## src/rtl/imem_dmem_arbiter.sv

```systemverilog
// Shares the single stb/ack memory port between instruction fetch and the load/store unit.
// Load/store has priority, fetch is protected from starvation, and hung transactions time out.
module imem_dmem_arbiter #(
  parameter int AW            = 32,
  parameter int MAX_LS_STREAK = 4,
  parameter int TIMEOUT       = 64
) (
  input  logic          clk,
  input  logic          rst,
  input  logic          i_if_stb,
  input  logic [AW-1:0] i_if_addr,
  output logic          o_if_ack,
  output logic [31:0]   o_if_rdata,
  input  logic          i_flush,
  input  logic          i_ls_stb,
  input  logic          i_ls_we,
  input  logic [3:0]    i_ls_sel,
  input  logic [AW-1:0] i_ls_addr,
  input  logic [31:0]   i_ls_wdata,
  output logic          o_ls_ack,
  output logic [31:0]   o_ls_rdata,
  output logic          o_mem_stb,
  output logic          o_mem_we,
  output logic [3:0]    o_mem_sel,
  output logic [AW-1:0] o_mem_addr,
  output logic [31:0]   o_mem_wdata,
  input  logic          i_mem_ack,
  input  logic [31:0]   i_mem_rdata,
  output logic          o_bus_err
);

  localparam int SW = $clog2(MAX_LS_STREAK + 1);
  localparam int TW = (TIMEOUT > 0) ? $clog2(TIMEOUT + 1) : 1;
  localparam logic [SW-1:0] STREAK_MAX = SW'(MAX_LS_STREAK);
  localparam logic [TW-1:0] TMO_LIMIT  = TW'(TIMEOUT);

  typedef enum logic [1:0] {
    IDLE,
    GRANT_IF,
    GRANT_LS
  } state_t;

  state_t        state;
  logic          flush_flag;
  logic [SW-1:0] streak;
  logic [TW-1:0] tmo_cnt;

  logic granted;
  logic timeout;
  logic done;
  logic ls_win;
  logic if_win;
  logic if_drop;

  assign granted = (state != IDLE);
  assign timeout = granted && (TIMEOUT > 0) && (tmo_cnt == TMO_LIMIT) && !i_mem_ack;
  // Acks are gated by reset so an aborted transaction can never complete in the reset cycle.
  assign done    = granted && (i_mem_ack || timeout) && !rst;

  assign ls_win  = i_ls_stb && (!i_if_stb || (streak < STREAK_MAX));
  assign if_win  = !ls_win && i_if_stb && !i_flush;
  assign if_drop = flush_flag || i_flush;

  assign o_ls_ack   = done && (state == GRANT_LS);
  assign o_if_ack   = done && (state == GRANT_IF) && !if_drop;
  assign o_ls_rdata = (o_ls_ack && i_mem_ack) ? i_mem_rdata : 32'h0;
  assign o_if_rdata = (o_if_ack && i_mem_ack) ? i_mem_rdata : 32'h0;
  assign o_bus_err  = timeout && !rst;

  always_ff @(posedge clk) begin
    if (rst) begin
      state       <= IDLE;
      o_mem_stb   <= 1'b0;
      o_mem_we    <= 1'b0;
      o_mem_sel   <= 4'h0;
      o_mem_addr  <= '0;
      o_mem_wdata <= 32'h0;
      flush_flag  <= 1'b0;
      streak      <= '0;
      tmo_cnt     <= '0;
    end else begin
      case (state)
        IDLE: begin
          tmo_cnt    <= '0;
          flush_flag <= 1'b0;
          if (ls_win) begin
            state       <= GRANT_LS;
            o_mem_stb   <= 1'b1;
            o_mem_we    <= i_ls_we;
            o_mem_sel   <= i_ls_sel;
            o_mem_addr  <= i_ls_addr;
            o_mem_wdata <= i_ls_wdata;
            // The streak only counts LS grants that actually held off a waiting fetch.
            if (!i_if_stb) begin
              streak <= '0;
            end else if (streak < STREAK_MAX) begin
              streak <= streak + 1'b1;
            end
          end else if (if_win) begin
            state       <= GRANT_IF;
            o_mem_stb   <= 1'b1;
            o_mem_we    <= 1'b0;
            o_mem_sel   <= 4'hF;
            o_mem_addr  <= i_if_addr;
            o_mem_wdata <= 32'h0;
            streak      <= '0;
          end
        end
        GRANT_IF, GRANT_LS: begin
          if (state == GRANT_IF && i_flush) begin
            flush_flag <= 1'b1;
          end
          if (i_mem_ack || timeout) begin
            state      <= IDLE;
            o_mem_stb  <= 1'b0;
            flush_flag <= 1'b0;
            tmo_cnt    <= '0;
          end else if (TIMEOUT > 0) begin
            tmo_cnt <= tmo_cnt + 1'b1;
          end
        end
        default: begin
          state     <= IDLE;
          o_mem_stb <= 1'b0;
        end
      endcase
    end
  end

endmodule

```

## config.mk

```make
export PLATFORM = sky130hd
export DESIGN_NAME = imem_dmem_arbiter
export DESIGN_NICKNAME = d
export VERILOG_FILES = /design/src/rtl/imem_dmem_arbiter.sv
export SDC_FILE = /design/constraint.sdc
export NUM_CORES = 1
export LEC_CHECK = 0
export CAP_MARGIN = 0
export CORE_MARGIN = 1
export CORE_UTILIZATION = 36
export DETAILED_ROUTE_END_ITERATION = 8
export GPL_ROUTABILITY_DRIVEN = 0
export PLACE_DENSITY = 0.83
export SLEW_MARGIN = 20
export SYNTH_ARGS = -nofsm -noshare
export SYNTH_HDL_FRONTEND = slang
export SYNTH_SLANG_ARGS = --single-unit
export TNS_END_PERCENT = 1
```

## constraint.sdc

```tcl
create_clock -name clk -period 2.01 [get_ports clk]
set_input_delay 0.402 -clock clk [delete_from_list [all_inputs] [get_ports clk]]
set_output_delay 0.402 -clock clk [all_outputs]
set_load 0.005 [all_outputs]
```

==> impl_metrics.csv, run 1 <==
group,metric,value,unit
cells_and_area,fin_nets,876,
grt,antenna_found_initial,0,
routing,met2_length,7170,um
synthesis,ys.warnings.count,0,
cells_and_area,syn2layout_area_growth,88.3,%
cts,cts_hold_buf,0,
routing,wl_met3,1320,um
routing,ant_nets,0,
cts,root_buffer,"clkbuf_8",
synthesis,synth_edf_count,0,
die,row_count,38,
place,preCtsSetupSlack,-0.522,ns
sta,fmax,408,MHz
synthesis,yosysUniqueCellTypes,42,
synthesis,ys_ff_latch,83,
routing,drt_first_pass_iters,4,
grt,first_global_vias,4133,
setup_path,reg2reg_slack,0.16,ns
cts,cts_num_sinks,83,
setup_path,crit_type,"flop to primary output",
min_path,hold_path_class,"flop to flop",
setup_path,slowest_delay,0.34,ns
synthesis,syn_avg_cell_area,9.54,um2
routing,drt_iter0_markers,146,
sta,period_needed,2.45,ns
sta,slew_headroom,0.759,
sta,setup_slack,-0.443,ns
setup_path,startpoint_type,"flop",
cells_and_area,regArea,0.00166,mm2
die,pin_count,276,
routing,viasPerCell,4.91,
die,core,0.0108,mm2
setup_path,crit_arrival,2.05,ns
setup_path,worstPathCellList,"inv_2, ha_4, buf_6, buf_6, nor4b_4, buf_4, buf_6, buf_12, and2_1, buf_2",
setup_path,critPathRequiredTime,1.61,ns
sta,skew,0.0198,ns
grt,grt_usage,0.232,
place,hpwl,10300,um
cells_and_area,multiInputGateArea,0.00223,mm2
die,die_w,107,um
synthesis,synthesis.nets,565,
cts,path_clk_slew,0.09,ns
cells_and_area,drive_gt1_frac,0.294,
flow_run,cap_violations,0,
sta,setup_violations,67,
die,initial_core_util,0.369,
power_and_ir_drop,max-vdd-ir-drop,386,uV
sta,setup_tns,-24.30,ns
setup_path,crit_top_cell,"buf_6",
grt,grt_max_degree,37,
routing,routed_wl,14300,um
synthesis,ys.flop_type,"dfxtp_1",
die,die_area,0.0115,mm2
synthesis,synth_area,0.00400,mm2
routing,drc_errors,0,
power_and_ir_drop,powerDensity,603,mW/mm2
power_and_ir_drop,power,4.54,mW
synthesis,ys_seq_area_frac,0.416,
cells_and_area,final_cell_mix,"clkdlybuf4s50_1, dfxtp_1, nor2_1",
place,port-buffer-count,275,
run_status,status,"finished, violations left",
cells_and_area,layout_commonest_cell,"clkdlybuf4s50_1",
routing,wl_met1,5470,um
grt,grt-ovfl-total,0,
power_and_ir_drop,p_leak,3.19,nW
cts,clkLatencyLatePin,0.36,ns
cells_and_area,n_antenna_cell,0,
sta,hold_viol,0,
sta,tightest_slew,0.362,ns
synthesis,netlist_instances,419,
cells_and_area,nFillCells,835,
cts,numCtsBuffers,9,
setup_path,cpMaxStageDelayCell,"dfxtp_2",
routing,dr.max_layer_used,"met4",
sta,slew_violations,0,
cts,cts_buffer_depth,2,
cts,cts_tree,"done",
routing,vias,4298,
setup_path,cp-end-kind,"primary output",
die,dieHeight,107,um
cts,htreeDepth,3,
sta,rsz0062_at_grt,"true",
setup_path,cp_max_fo,8,
sta,min_period_over_period,1.22,
grt,grt_pass1_wl,20700,um
run_status,failed_checks,"setup timing",
synthesis,synth-async-reset-ratio,0,
sta,whs,0.503,ns
routing,wire_per_inst,16.3,um
-- kinds of logic after synthesis --
family                   Yosys count  share of synthesized area
flip-flops                        83                      0.416
XOR/XNOR                           6                     0.0131
buffers and inverters             39                     0.0591
AO/OA/AOI/OAI                     84                      0.187
adder cells (fa/ha/maj)            7                     0.0219
AND/OR/NAND/NOR                  166                      0.218
multiplexers                      34                     0.0851
-- registers in the layout, indices dropped and copies added, names as in the netlist --
name,count
o_mem_addr,32
o_mem_wdata,32
tmo_cnt,7
o_mem_sel,4
streak,3
state,2
flush_flag,1
o_mem_stb,1
o_mem_we,1
-- layout make-up --
cell class / instances / share of cell area
clock buffers: 9 / 0.0164
clock inverters: 7 / 0.0125
inverters: 6 / 0.00299
multi-input cells: 297 / 0.296
flip-flops and latches: 83 / 0.221
well taps: 140 / 0.0233
repair buffers: 333 / 0.428
-- final timing paths --
check                startpoint             end  cells after the start
hold / removal    o_mem_addr[3]   o_mem_addr[3]                      2
setup / recovery       state[0]  o_ls_rdata[29]                     10
setup reg to reg       state[0]  o_mem_addr[24]                     10
hold reg to reg   o_mem_addr[3]   o_mem_addr[3]                      2
-- where the power goes --
group / internal (mW) / switching [mW] / leakage [nW] / total [mW]
combinational: 0.819 / 0.542 / 2.40 / 1.36
clock: 0.611 / 0.686 / 0.107 / 1.30
sequential: 1.80 / 0.0820 / 0.684 / 1.88
total: 3.23 / 1.31 / 3.19 / 4.54
-- stage by stage --
stage                     utilization  instance area (um2)  cells
after global placement          0.653                 7080    838
after CTS                       0.689                 7470    874
after global routing            0.695                 7530    875
after detailed placement        0.653                 7080    838
after floorplan                     -                 4000    419
final                           0.695                 7530    875
-- layer usage --
layer	vias up	GRT usage
met1	1996	0.256
met4	0	0.0822
met5	-	0
met3	28	0.0757
li1	2082	-
met2	192	0.415
-- critical path, delay by kind of cell (launching register included) --
| kind | cells | cell delay [ns] |
|---|---|---|
| fa+ha+maj | 1 | 0.17 |
| buf+inv | 7 | 0.79 |
| flops | 1 | 0.34 |
| simple gates | 2 | 0.39 |
-- timing repair --
item / 4_1_cts / 5_1_grt
setup buffers: 16 / 4
pin swaps: 29 / 18
endpoints found under the setup margin: 67 / 67
gates cloned: 4 / 1
resized for setup: 284 / 62
-- synth_stat cells, types with 4 or more instances --
master	count	area [um2]
a211oi_1	13	97.6
a211oi_2	20	250
a22oi_1	35	263
and2_1	65	407
buf_2	11	55.1
buf_6	6	67.6
clkbuf_1	7	26.3
dfxtp_1	83	1660
ha_1	7	87.6
inv_1	6	22.5
mux2i_1	34	340
nand2_1	4	15.0
nor2_1	79	297
o221a_2	5	56.3
(Power assumes the default switching activity.)
==> run 2: changes to the inputs <==
--- a/config.mk
+++ b/config.mk
@@ -6,11 +6,11 @@
 export NUM_CORES = 1
 export LEC_CHECK = 0
 export CAP_MARGIN = 0
-export CORE_MARGIN = 1
-export CORE_UTILIZATION = 36
+export CORE_AREA = 2 2 106 108
 export DETAILED_ROUTE_END_ITERATION = 8
+export DIE_AREA = 0 0 108 110
 export GPL_ROUTABILITY_DRIVEN = 0
-export PLACE_DENSITY = 0.83
+export PLACE_DENSITY = 0.86
 export SLEW_MARGIN = 20
 export SYNTH_ARGS = -nofsm -noshare
 export SYNTH_HDL_FRONTEND = slang
==> constraint.sdc (replaced) <==
create_clock -name clk -period 2.85 [get_ports clk]
set_input_delay 0.57 -clock clk [delete_from_list [all_inputs] [get_ports clk]]
set_output_delay 0.57 -clock clk [all_outputs]
set_load 0.005 [all_outputs]
==> impl_metrics.csv, run 2 (same netlist as run 1, synthesis figures left out) <==
group,metric,value,unit
sta,slew_violations,0,
cts,cts_num_sinks,83,
cells_and_area,finish.instance_area,0.00699,mm2
grt,antenna_found_initial,0,
sta,setup_violations,0,
power_and_ir_drop,p_switching,0.825,mW
cells_and_area,largestRegisters,"o_mem_addr x32, o_mem_wdata x32, tmo_cnt x7",
setup_path,critPathRequiredTime,2.28,ns
cts,postCtsSetupBuffers,0,
routing,drt_iter0_markers,118,
power_and_ir_drop,p_sw_frac,0.275,
sta,tightest_slew,0.644,ns
setup_path,crit_type,"flop to primary output",
power_and_ir_drop,p_leak,3.14,nW
sta,slew_headroom,0.571,
place,place_area,0.00684,mm2
cells_and_area,drive_gt1_frac,0.0945,
routing,drt_first_pass_iters,4,
power_and_ir_drop,p_seq_frac,0.444,
cells_and_area,n_antenna_cell,0,
place,port-buffer-count,275,
sta,min_period_over_period,0.945,
grt,grt-ovfl-total,0,
setup_path,critPathLaunch,"state[1]",
sta,hold_viol,0,
flow_run,cap_violations,0,
cts,numCtsBuffers,9,
cts,root_buffer,"clkbuf_8",
min_path,hold_start,"o_mem_addr[3]",
routing,viasPerCell,4.81,
sta,fmax,371,MHz
die,dieHeight,110,um
sta,period_needed,2.69,ns
grt,grt_max_degree,69,
power_and_ir_drop,p_int,2.17,mW
cts,cts_buffer_depth,2,
routing,wl_met1,5250,um
cts,path_clk_slew,0.08,ns
routing,routed_wl,13300,um
cells_and_area,fin_nets,830,
sta,setup_tns,0,ns
cts,cts_tree,"done",
grt,grt_pass1_wl,19400,um
cts,htreeDepth,3,
sta,skew,0.00607,ns
cells_and_area,fin_util,0.653,
die,initial_core_util,0.374,
die,pin_count,276,
routing,met2_length,6540,um
min_path,hold_path_class,"flop to flop",
cells_and_area,syn2layout_area_growth,74.7,%
power_and_ir_drop,power_frac_comb,0.283,
setup_path,cp-end-kind,"primary output",
sta,rsz0062_at_grt,"false",
power_and_ir_drop,powerDensity,429,mW/mm2
place,hpwl,10400,um
routing,drc_errors,0,
grt,first_global_vias,3862,
place,preCtsSetupSlack,-0.163,ns
routing,ant_nets,0,
die,die_w,108,um
die,core,0.0107,mm2
die,row_count,38,
die,die_area,0.0119,mm2
setup_path,startpoint_type,"flop",
run_status,status,"completed",
cells_and_area,layout_commonest_cell,"clkdlybuf4s50_1",
setup_path,rr_startpoint,"state[1]",
routing,wire_per_inst,16.1,um
grt,grt_usage,0.209,
power_and_ir_drop,p_clk_frac,0.273,
setup_path,crit_arrival,2.12,ns
cells_and_area,final_cell_mix,"clkdlybuf4s50_1, dfxtp_1, nor2_1",
cts,cts_hold_buf,0,
routing,wl_met3,1330,um
routing,dr.max_layer_used,"met4",
routing,vias,3983,
setup_path,cp_max_fo,4,
cts,clkLatencyLatePin,0.36,ns
sta,whs,0.502,ns
power_and_ir_drop,max-vdd-ir-drop,341,uV
sta,setup_slack,0.158,ns
run 2: cell count changes in the layout (fill, tap and decap cells not counted), sizes merged:
cell and change:
clkbuf +1, clkdlybuf4s15 -5, clkinvlp +2, dlygate4sd2 +57, inv -4, clkinv -1, dlymetal6s2s +9, clkdlybuf4s50 +1
buf -107
run 2: routing by layer:
layer / GRT usage / vias to the layer above
met5: 0 / -
met4: 0.0742 / 0
met3: 0.0782 / 16
met2: 0.370 / 165
met1: 0.229 / 1816
li1: - / 1986
run 2: power by group through the flow:
stage / sequential [mW] / clock, mW / combinational (mW)
after floorplan: 1.36 / 0 / 0.367
after global placement: 1.35 / 0 / 0.832
after detailed placement: 1.36 / 0 / 0.854
after CTS: 1.33 / 0.845 / 0.857
after global routing: 1.35 / 0.896 / 0.917
final: 1.33 / 0.819 / 0.848
run 2: area by class of cell:
cell class	count	area (um2)
Fill cell	876	3710
Timing Repair Buffer	287	2830
Multi-Input combinational cell	297	2110
Sequential cell	83	1670
Tap cell	140	175
Clock buffer	11	131
Clock inverter	4	52.6
Inverter	6	22.5
run 2: path summary, 6_finish.rpt:
kind | to | slack, ns | cells after the start
setup / recovery | o_if_ack | 0.16 | 6
hold / removal | o_mem_addr[3] | 0.50 | 2
setup reg to reg | tmo_cnt[1] | 1.09 | 6
hold reg to reg | o_mem_addr[3] | 0.50 | 2
run 2: critical path, stage by stage, from the launching register on:
cell	delay, ns
dfxtp_2	0.36
inv_1	0.07
ha_2	0.21
and4bb_1	0.35
a21oi_1	0.14
nor2_1	0.12
clkdlybuf4s50_1	0.52
run 2: stage by stage:
step	instances	power [mW]
6_report	828	3.00
2_1_floorplan	419	1.73
4_1_cts	828	3.04
3_3_place_gp	813	2.18
5_1_grt	828	3.16
3_5_place_dp	813	2.21
run 2: what timing repair did:
item / CTS / global route
setup endpoints to repair: 65 / 9
pin swaps: 2 / 1
gates resized for setup: 63 / 10
==> run 3: changes to the inputs <==
--- a/config.mk
+++ b/config.mk
@@ -7,6 +7,7 @@
 export LEC_CHECK = 0
 export CAP_MARGIN = 0
 export CORE_AREA = 2 2 106 108
+export CTS_CLUSTER_SIZE = 24
 export DETAILED_ROUTE_END_ITERATION = 8
 export DIE_AREA = 0 0 108 110
 export GPL_ROUTABILITY_DRIVEN = 0
==> results of run 3 <==
Same layout as run 2: the final DEF is identical, and so are final timing and power.
